**src/rtl/mult_div_unit.sv**
```systemverilog
// Multicycle signed multiply/divide unit owning the HI/LO registers.
// MULT uses radix-2 Booth; DIV uses restoring division on operand magnitudes.
module mult_div_unit #(
  parameter int WIDTH = 32
) (
  input  logic             clk,
  input  logic             reset,
  input  logic             mult_start,
  input  logic             div_start,
  input  logic [WIDTH-1:0] a_in,
  input  logic [WIDTH-1:0] b_in,
  output logic [WIDTH-1:0] hi_out,
  output logic [WIDTH-1:0] lo_out,
  output logic             busy,
  output logic             done,
  output logic             div_zero
);

  localparam int CW = (WIDTH > 1) ? $clog2(WIDTH) : 1;

  typedef enum logic [1:0] {IDLE, MULT, DIV, FIN} state_t;

  state_t           state, state_nxt;
  logic [CW-1:0]    count;
  logic             last;

  logic [2*WIDTH:0] acc, acc_nxt;
  logic [WIDTH-1:0] mcand;
  logic [WIDTH:0]   booth_sum;

  logic [WIDTH-1:0] rem, rem_nxt, quo, quo_nxt, dvs;
  logic [WIDTH:0]   shifted;
  logic [WIDTH-1:0] a_mag, b_mag;
  logic             sign_q, sign_r, dz;

  assign last     = (count == CW'(WIDTH - 1));
  assign busy     = (state == MULT) || (state == DIV);
  assign done     = (state == FIN);
  assign div_zero = (state == FIN) && dz;

  assign a_mag = a_in[WIDTH-1] ? -a_in : a_in;
  assign b_mag = b_in[WIDTH-1] ? -b_in : b_in;

  // Upper half is widened by one bit so a -2^(W-1) multiplicand cannot overflow the add.
  always_comb begin
    booth_sum = {acc[2*WIDTH], acc[2*WIDTH:WIDTH+1]};
    case (acc[1:0])
      2'b01:   booth_sum = {acc[2*WIDTH], acc[2*WIDTH:WIDTH+1]} + {mcand[WIDTH-1], mcand};
      2'b10:   booth_sum = {acc[2*WIDTH], acc[2*WIDTH:WIDTH+1]} - {mcand[WIDTH-1], mcand};
      default: booth_sum = {acc[2*WIDTH], acc[2*WIDTH:WIDTH+1]};
    endcase
    acc_nxt = {booth_sum, acc[WIDTH:1]};
  end

  always_comb begin
    shifted = {rem, quo[WIDTH-1]};
    if (shifted >= {1'b0, dvs}) begin
      rem_nxt = shifted[WIDTH-1:0] - dvs;
      quo_nxt = {quo[WIDTH-2:0], 1'b1};
    end else begin
      rem_nxt = shifted[WIDTH-1:0];
      quo_nxt = {quo[WIDTH-2:0], 1'b0};
    end
  end

  always_ff @(posedge clk) begin
    if (reset) state <= IDLE;
    else       state <= state_nxt;
  end

  always_comb begin
    state_nxt = state;
    case (state)
      IDLE: begin
        if (mult_start)                state_nxt = MULT;
        else if (div_start && b_in == '0) state_nxt = FIN;
        else if (div_start)            state_nxt = DIV;
      end
      MULT:    if (last) state_nxt = FIN;
      DIV:     if (last) state_nxt = FIN;
      FIN:     state_nxt = IDLE;
      default: state_nxt = IDLE;
    endcase
  end

  always_ff @(posedge clk) begin
    if (reset) begin
      hi_out <= '0;
      lo_out <= '0;
      count  <= '0;
      acc    <= '0;
      mcand  <= '0;
      rem    <= '0;
      quo    <= '0;
      dvs    <= '0;
      sign_q <= 1'b0;
      sign_r <= 1'b0;
      dz     <= 1'b0;
    end else begin
      case (state)
        IDLE: begin
          if (mult_start) begin
            mcand <= a_in;
            acc   <= {{WIDTH{1'b0}}, b_in, 1'b0};
            count <= '0;
            dz    <= 1'b0;
          end else if (div_start) begin
            dz <= (b_in == '0);
            if (b_in != '0) begin
              rem    <= '0;
              quo    <= a_mag;
              dvs    <= b_mag;
              sign_q <= a_in[WIDTH-1] ^ b_in[WIDTH-1];
              sign_r <= a_in[WIDTH-1];
              count  <= '0;
            end
          end
        end
        MULT: begin
          acc   <= acc_nxt;
          count <= count + CW'(1);
          if (last) begin
            hi_out <= acc_nxt[2*WIDTH:WIDTH+1];
            lo_out <= acc_nxt[WIDTH:1];
          end
        end
        DIV: begin
          rem   <= rem_nxt;
          quo   <= quo_nxt;
          count <= count + CW'(1);
          // Quotient truncates toward zero; remainder follows the dividend's sign.
          if (last) begin
            lo_out <= sign_q ? -quo_nxt : quo_nxt;
            hi_out <= sign_r ? -rem_nxt : rem_nxt;
          end
        end
        default: ;
      endcase
    end
  end

endmodule

```
**config.mk**
```make
export PLATFORM = sky130hd
export DESIGN_NAME = mult_div_unit
export DESIGN_NICKNAME = d
export VERILOG_FILES = /design/src/rtl/mult_div_unit.sv
export SDC_FILE = /design/constraint.sdc
export NUM_CORES = 1
export LEC_CHECK = 0
export ABC_AREA = 1
export BUFFER_PORTS_ARGS = -buffer_cell sky130_fd_sc_hd__buf_4
export CAP_MARGIN = 20
export CORE_MARGIN = 1.5
export CORE_UTILIZATION = 37
export CTS_CLUSTER_SIZE = 30
export DETAILED_ROUTE_END_ITERATION = 12
export PLACE_DENSITY_LB_ADDON = 0.3
export SETUP_SLACK_MARGIN = 0.5
export SYNTH_ARGS = -nofsm -noshare
export SYNTH_HDL_FRONTEND = slang
export SYNTH_SLANG_ARGS = --single-unit
```
**constraint.sdc**
```tcl
create_clock -name clk -period 4.2 [get_ports clk]
set_input_delay 0.84 -clock clk [delete_from_list [all_inputs] [get_ports clk]]
set_output_delay 0.84 -clock clk [all_outputs]
set_load 0.05 [all_outputs]
```
==> results.tsv, run 1 <==
stage	metric	value	unit
outcome	status	finished with violations	
outcome	violations	design-rule violations	
floorplan	num_io_pins	135	
critical_path	cp_slowest_cell	dfxtp_4	
finish	antenna_cells	0	
clock_network	cts_tree	yes	
logic_synthesis	yosys.cell_count.top_type	nand2_1	
logic_synthesis	synth.distinct_cells	57	
detailed_routing	initialDrtViolationCount	1635	
logic_synthesis	syn_inst	3249	
sta	finClkSkew	0.0204	ns
clock_network	root_buffer	clkbuf_16	
detailed_routing	routedWlPerCell	17.4	um
finish	layout.nets	3551	
critical_path	start_kind	flip-flop	
critical_path	crit_fanout	3	
critical_path	arrival	4.47	ns
logic_synthesis	synth_area_leaders	dfxtp_1 27%, nand2_1 16%, a21oi_1 7.7%	
placement	hpwl	53800	um
clock_network	numClockSinks	267	
finish	layout-drive-gt1-share	20.8	%
placement	pre_cts_ws	-0.0424	ns
flow_run	maxCapViolCount	0	
detailed_routing	first_pass_iters	10	
detailed_routing	ant_nets	0	
logic_synthesis	synth_warnings	0	
finish	nFillCells	5474	
detailed_routing	avgViaCountPerCell	5.22	
logic_synthesis	synthTopCellsByCount	857 x nand2_1, 407 x inv_1, 306 x a21oi_1	
placement	portBuffers	134	
clock_network	cts_buffers	34	
critical_path	critPathKind	flip-flop to flip-flop	
detailed_routing	post-route-drc-count	7	
clock_network	clk_latency	0.57	ns
global_route	grt_pass1_vias	19795	
critical_path	cp_common_cell	nand2_2	
clock_network	ctsHoldBuffers	0	
sta	relSlewSlack	40.0	%
detailed_routing	vias	21504	
global_route	grt_use_total	24.9	%
sta	setup_ws	0.215	ns
logic_synthesis	avgSynthCellArea	6.11	um^2
sta	rsz0062_at_grt	yes	
global_route	grt_max_degree	74	
sta	holdWs	0.470	ns
sta	tightestPinTransition	0.900	ns
logic_synthesis	synth_flop_cell	dfxtp_1	
floorplan	die_w	235	um
power	leakagePower	11.3	nW
floorplan	core_area	52800	um^2
detailed_routing	routed_wl	71500	um
floorplan	rows	84	
sta	finalSetupViolations	0	
global_route	grt_overflow	0	
hold_path	hold_path_class	flip-flop to flip-flop	
placement	place.gp.congestion	0.965	
clock_network	cts.htree.levels	2	
finish	syn_to_final_growth	24.7	%
clock_network	path_clk_slew	0.06	ns
critical_path	end_kind	flip-flop	
logic_synthesis	synth_top_area_share	26.9	%
logic_synthesis	synth_edf_count	0	
sta	finalCritPeriodShare	94.9	%
logic_synthesis	synth_nets	3395	
critical_path	cp.required	4.68	ns
critical_path	crit_path_max_incr_delay	0.36	ns
logic_synthesis	seq_area_frac_synth	26.9	%
floorplan	die_y	235	um
logic_synthesis	ys_async_sr_fraction	0	%
power	ir_drop	0.369	mV
floorplan	start_util	37.7	%
logic_synthesis	yosysTopAreaCell	dfxtp_1	
sta	fmax	251	MHz
sta	post-route-min-period	3.99	ns
sta	hold_viol	0	
logic_synthesis	synth_seq_cells	267	
power	p_per_area	650	nW/um^2
global_route	grt_first_pass_wirelength	110000	um
clock_network	max-clock-path-buffers	3	
logic_synthesis	syn_area	19900	um^2
floorplan	die_area	55100	um^2
sta	finalMaxSlewViolations	0	
global_route	antenna_found_initial	0	
## area by class of cell
cell class / instances / area [um^2] / share of cell area, %
clock buffers: 45 / 942 / 3.80
clock inverters: 15 / 209 / 0.843
inverters: 429 / 1630 / 6.58
multi-input cells: 2415 / 13800 / 55.5
flip-flops and latches: 267 / 5410 / 21.8
well taps: 688 / 861 / 3.47
repair buffers: 258 / 1960 / 7.93
## sequential cells by signal, summed over array words and instances, names as in the netlist
register  count
acc          65
count         5
lo_out       32
rem          32
sign_q        1
dz            1
mcand        32
dvs          32
quo          32
sign_r        1
hi_out       32
state         2
## cells by family (layout without fill, tap and decap cells)
group / count (synthesis) / after routing / synth area share (%)
simple gates: 1516 / 1518 / 32.5
xor+xnor: 104 / 104 / 4.59
compound gates: 715 / 715 / 19.9
buf+inv: 569 / 747 / 11.1
fa+ha+maj: 78 / 78 / 4.99
flops: 267 / 267 / 26.9
## power by group
part | total, W | switching [W] | internal (W)
clock network | 0.00304 | 0.00125 | 0.00179
registers | 0.00346 | 0.000467 | 0.00299
logic | 0.00960 | 0.00620 | 0.00340
## layout by cell type, fill, tap and decap left out, types with 27 or more instances in the layout
master       n
xor2_1      69
or2_2       32
clkbuf_16   34
nand3_1    159
buf_4      253
dfxtp_1    228
a31oi_1     50
nand2_2     58
dfxtp_2     33
nor3_1      31
nor2_2      33
ha_1        27
nand2_1    812
nor2_1     270
a21oi_1    278
nand4_1     44
inv_2       43
ha_4        47
o21ai_0    212
inv_1      373
## worst max-delay path, delay by kind of cell, from the launching register on
family	cells	cell delay [ns]
AND/OR/NAND/NOR	16	1.71
AO/OA/AOI/OAI	6	0.90
adder cells (fa/ha/maj)	2	0.45
flip-flops	1	0.36
buffers and inverters	4	0.31
XOR/XNOR	1	0.17
## routing by layer
metal / global-route usage [%] / share of wire, %
met5: 0 / 0
met4: 10.3 / 4.4
met3: 3.52 / 5.4
met2: 40.4 / 45
met1: 33.2 / 45
## metrics by stage
stage	instance area [um^2]	utilization [%]	std cells	TNS [ns]	total power, W
6_report	24800	47.0	4117	0	0.0161
5_1_grt	24800	47.0	4117	-0.104	0.0174
4_1_cts	23900	45.3	4088	0	0.0153
3_5_place_dp	21800	41.3	4005	-0.0424	0.0116
3_3_place_gp	21800	41.3	4005	-0.0399	0.0116
2_1_floorplan	19900	-	3249	0	0.00935
## path summary, 6_finish.rpt
check | from | to | slack, ns | cells past startpoint
setup / recovery | mcand[0] | hi_out[31] | 0.21 | 29
hold / removal | hi_out[16] | hi_out[16] | 0.47 | 2
setup reg to reg | mcand[0] | hi_out[31] | 0.21 | 29
hold reg to reg | hi_out[16] | hi_out[16] | 0.47 | 2
## timing repair
item | 4_1_cts | 5_1_grt
pin swaps | 41 | 69
gates resized for setup | 180 | 185
buffers inserted | 23 | 27
cloned | 0 | 2
endpoints found under the setup margin | 40 | 56
Note: power is estimated with default switching activity, not from simulation.
==> run 2: changes to the inputs <==
- GPL_TIMING_DRIVEN: default -> 0
==> run 2 against run 1 <==
The flow finishes with violations (design-rule violations, negative setup slack). Sequential share of layout area fell by 0.12 points. Register-to-register slack got worse by 0.30 ns. First-iteration DRC count rose by 28%. Count of clock-buffer cells in the layout rose by 5. Critical endpoint unchanged. Fmax fell by 7.1%. Utilization barely moved. Setup slack got worse by 0.30 ns. Non-clock buffer count rose by 66. Die area did not move. Via count rose by 5.5%. Cell count rose by 1.6%.
==> results.tsv, run 2 (synthesis results as in run 1) <==
stage	metric	value	unit	change
critical_path	critPathKind	flip-flop to flip-flop		unchanged
floorplan	core_area	52800	um^2	unchanged
finish	mostFrequentLayoutCell	nand2_1		unchanged
detailed_routing	routedWlPerCell	19.5	um	was 17.4 um
sta	timing.setup.tns	-0.189	ns	was 0 ns
critical_path	crit_path_max_incr_delay	0.34	ns	was 0.36 ns
detailed_routing	post-route-drc-count	7		unchanged
clock_network	clk_latency	0.57	ns	about the same
critical_path	cp_slowest_cell	dfxtp_2		was dfxtp_4
finish	antenna_cells	0		unchanged
critical_path	end_kind	flip-flop		unchanged
floorplan	start_util	37.7	%	unchanged
sta	fmax	233	MHz	was 251 MHz
finish	layout-drive-gt1-share	18.4	%	was 20.8%
hold_path	hold_path_class	flip-flop to flip-flop		unchanged
sta	relSlewSlack	32.1	%	was 40.0%
power	p_sw	0.00836	W	was 0.00792 W
outcome	violations	design-rule violations, negative setup slack		was design-rule violations
global_route	grt_first_pass_wirelength	121000	um	was 110,000 um
sta	post-route-min-period	4.29	ns	was 3.99 ns
clock_network	root_buffer	clkbuf_16		unchanged
detailed_routing	initialDrtViolationCount	2098		was 1,635
placement	portBuffers	131		was 134
sta	holdWs	0.461	ns	was 0.470 ns
global_route	grt_use_total	28.3	%	was 24.9%
global_route	grt_overflow	0		unchanged
sta	hold_viol	0		unchanged
critical_path	start_kind	flip-flop		unchanged
clock_network	max-clock-path-buffers	3		unchanged
finish	nFillCells	5657		was 5,474
detailed_routing	vias	22682		was 21,504
power	pwr-share-clk	18.8	%	was 18.9%
floorplan	num_io_pins	135		unchanged
critical_path	cp.required	4.62	ns	was 4.68 ns
flow_run	maxCapViolCount	0		unchanged
clock_network	path_clk_slew	0.06	ns	about the same
clock_network	cts.htree.levels	2		unchanged
power	swShare	50.7	%	was 49.2%
sta	finalMaxSlewViolations	0		unchanged
clock_network	numClockSinks	267		unchanged
finish	final_cell_mix	818 x nand2_1, 386 x inv_1, 279 x nor2_1		was 812 x nand2_1, 373 x inv_1, 278 x a21oi_1
floorplan	die_y	235	um	unchanged
sta	finClkSkew	0.0288	ns	was 0.0204 ns
sta	finalSetupViolations	4		was 0
power	p_per_area	665	nW/um^2	was 650 nW/um^2
sta	setup_ws	-0.0902	ns	was 0.215 ns
floorplan	rows	84		unchanged
finish	largest_register_ff_count	65		unchanged
finish	largest_register	acc		unchanged
critical_path	arrival	4.71	ns	was 4.47 ns
detailed_routing	first_pass_iters	10		unchanged
floorplan	die_area	55100	um^2	unchanged
finish	syn_to_final_growth	24.8	%	was 24.7%
placement	hpwl	64000	um	was 53,800 um
global_route	grt_max_degree	13		was 74
clock_network	cts_tree	yes		unchanged
detailed_routing	ant_nets	0		unchanged
sta	rsz0062_at_grt	yes		unchanged
global_route	antenna_found_initial	0		unchanged
sta	tightestPinTransition	1.02	ns	was 0.900 ns
power	ir_drop	0.310	mV	was 0.369 mV
power	leakagePower	11.2	nW	was 11.3 nW
power	combPwrFrac	60.0	%	was 59.6%
sta	finalCritPeriodShare	102	%	was 94.9%
global_route	grt_pass1_vias	21013		was 19,795
critical_path	crit_fanout	3		unchanged
clock_network	cts_buffers	34		unchanged
finish	layout.nets	3615		was 3,551
outcome	status	finished with violations		unchanged
power	internal_power	0.00814	W	was 0.00818 W
placement	place.gp.congestion	0.993		was 0.965
floorplan	die_w	235	um	unchanged
detailed_routing	avgViaCountPerCell	5.42		was 5.22
power	power_frac_seq	21.2	%	was 21.5%
detailed_routing	routed_wl	81700	um	was 71,500 um
==> run 2: power by group through the flow <==
stage	registers, W	clock network (W)	logic [W]
after floorplan	0.00330	0	0.00605
after global placement	0.00349	0	0.00830
after detailed placement	0.00349	0	0.00830
after CTS	0.00346	0.00312	0.00920
after global routing	0.00353	0.00323	0.0108
final	0.00349	0.00310	0.00991
==> run 2: metal layers <==
| metal | routed length (um) | vias to the layer above | GRT usage [%] |
|---|---|---|---|
| met1 | 35100 | 10572 | 37.1 |
| met5 | 0 | - | 0 |
| met3 | 5910 | 197 | 3.94 |
| li1 | - | 11018 | - |
| met4 | 3880 | 0 | 13.7 |
| met2 | 36800 | 895 | 45.7 |
==> run 2: critical path, delay by kind of cell, from the launching register on <==
kind | cells | cell delay [ns]
and+or+nand+nor | 14 | 1.59
AOI/OAI and AO/OA | 9 | 1.23
adders and majority gates | 2 | 0.45
DFF | 1 | 0.34
buffers and inverters | 4 | 0.26
xor gates and xnor gates | 1 | 0.24
==> run 2: metrics by stage <==
stage / instance area (um^2) / power (W) / util [%] / setup WS, ns / instances
global route: 24800 / 0.0176 / 47.0 / -0.292 / 4183
finish: 24800 / 0.0165 / 47.0 / -0.0902 / 4183
global placement: 21700 / 0.0118 / 41.2 / -0.512 / 4068
floorplan: 19900 / 0.00935 / - / 0.512 / 3249
CTS: 24200 / 0.0158 / 45.9 / -0.0415 / 4164
detailed placement: 21700 / 0.0118 / 41.2 / -0.493 / 4068
==> run 2: cell type report <==
class,count,area [um^2],area share [%]
multi-input combinational,2413,13700,55.3
sequential,267,5380,21.7
inverter,429,1620,6.52
timing repair buffer,184,1430,5.75
clock buffer,50,1020,4.12
tap,688,861,3.47
buffer,140,622,2.51
clock inverter,12,165,0.666
==> run 2: what timing repair did <==
action,4_1_cts,5_1_grt
resized for setup,261,115
hold buffers,0,0
endpoints found under the setup margin,58,58
pin swaps,58,54
setup buffers,34,19
endpoints found under the hold margin,0,0
==> run 2: final timing paths <==
check	startpoint	endpoint	slack, ns	depth (start not counted)
worst min-delay path	hi_out[14]	hi_out[14]	0.46	2
worst max register to register	mcand[1]	hi_out[31]	-0.09	30
worst max-delay path	mcand[1]	hi_out[31]	-0.09	30
worst min register to register	hi_out[14]	hi_out[14]	0.46	2
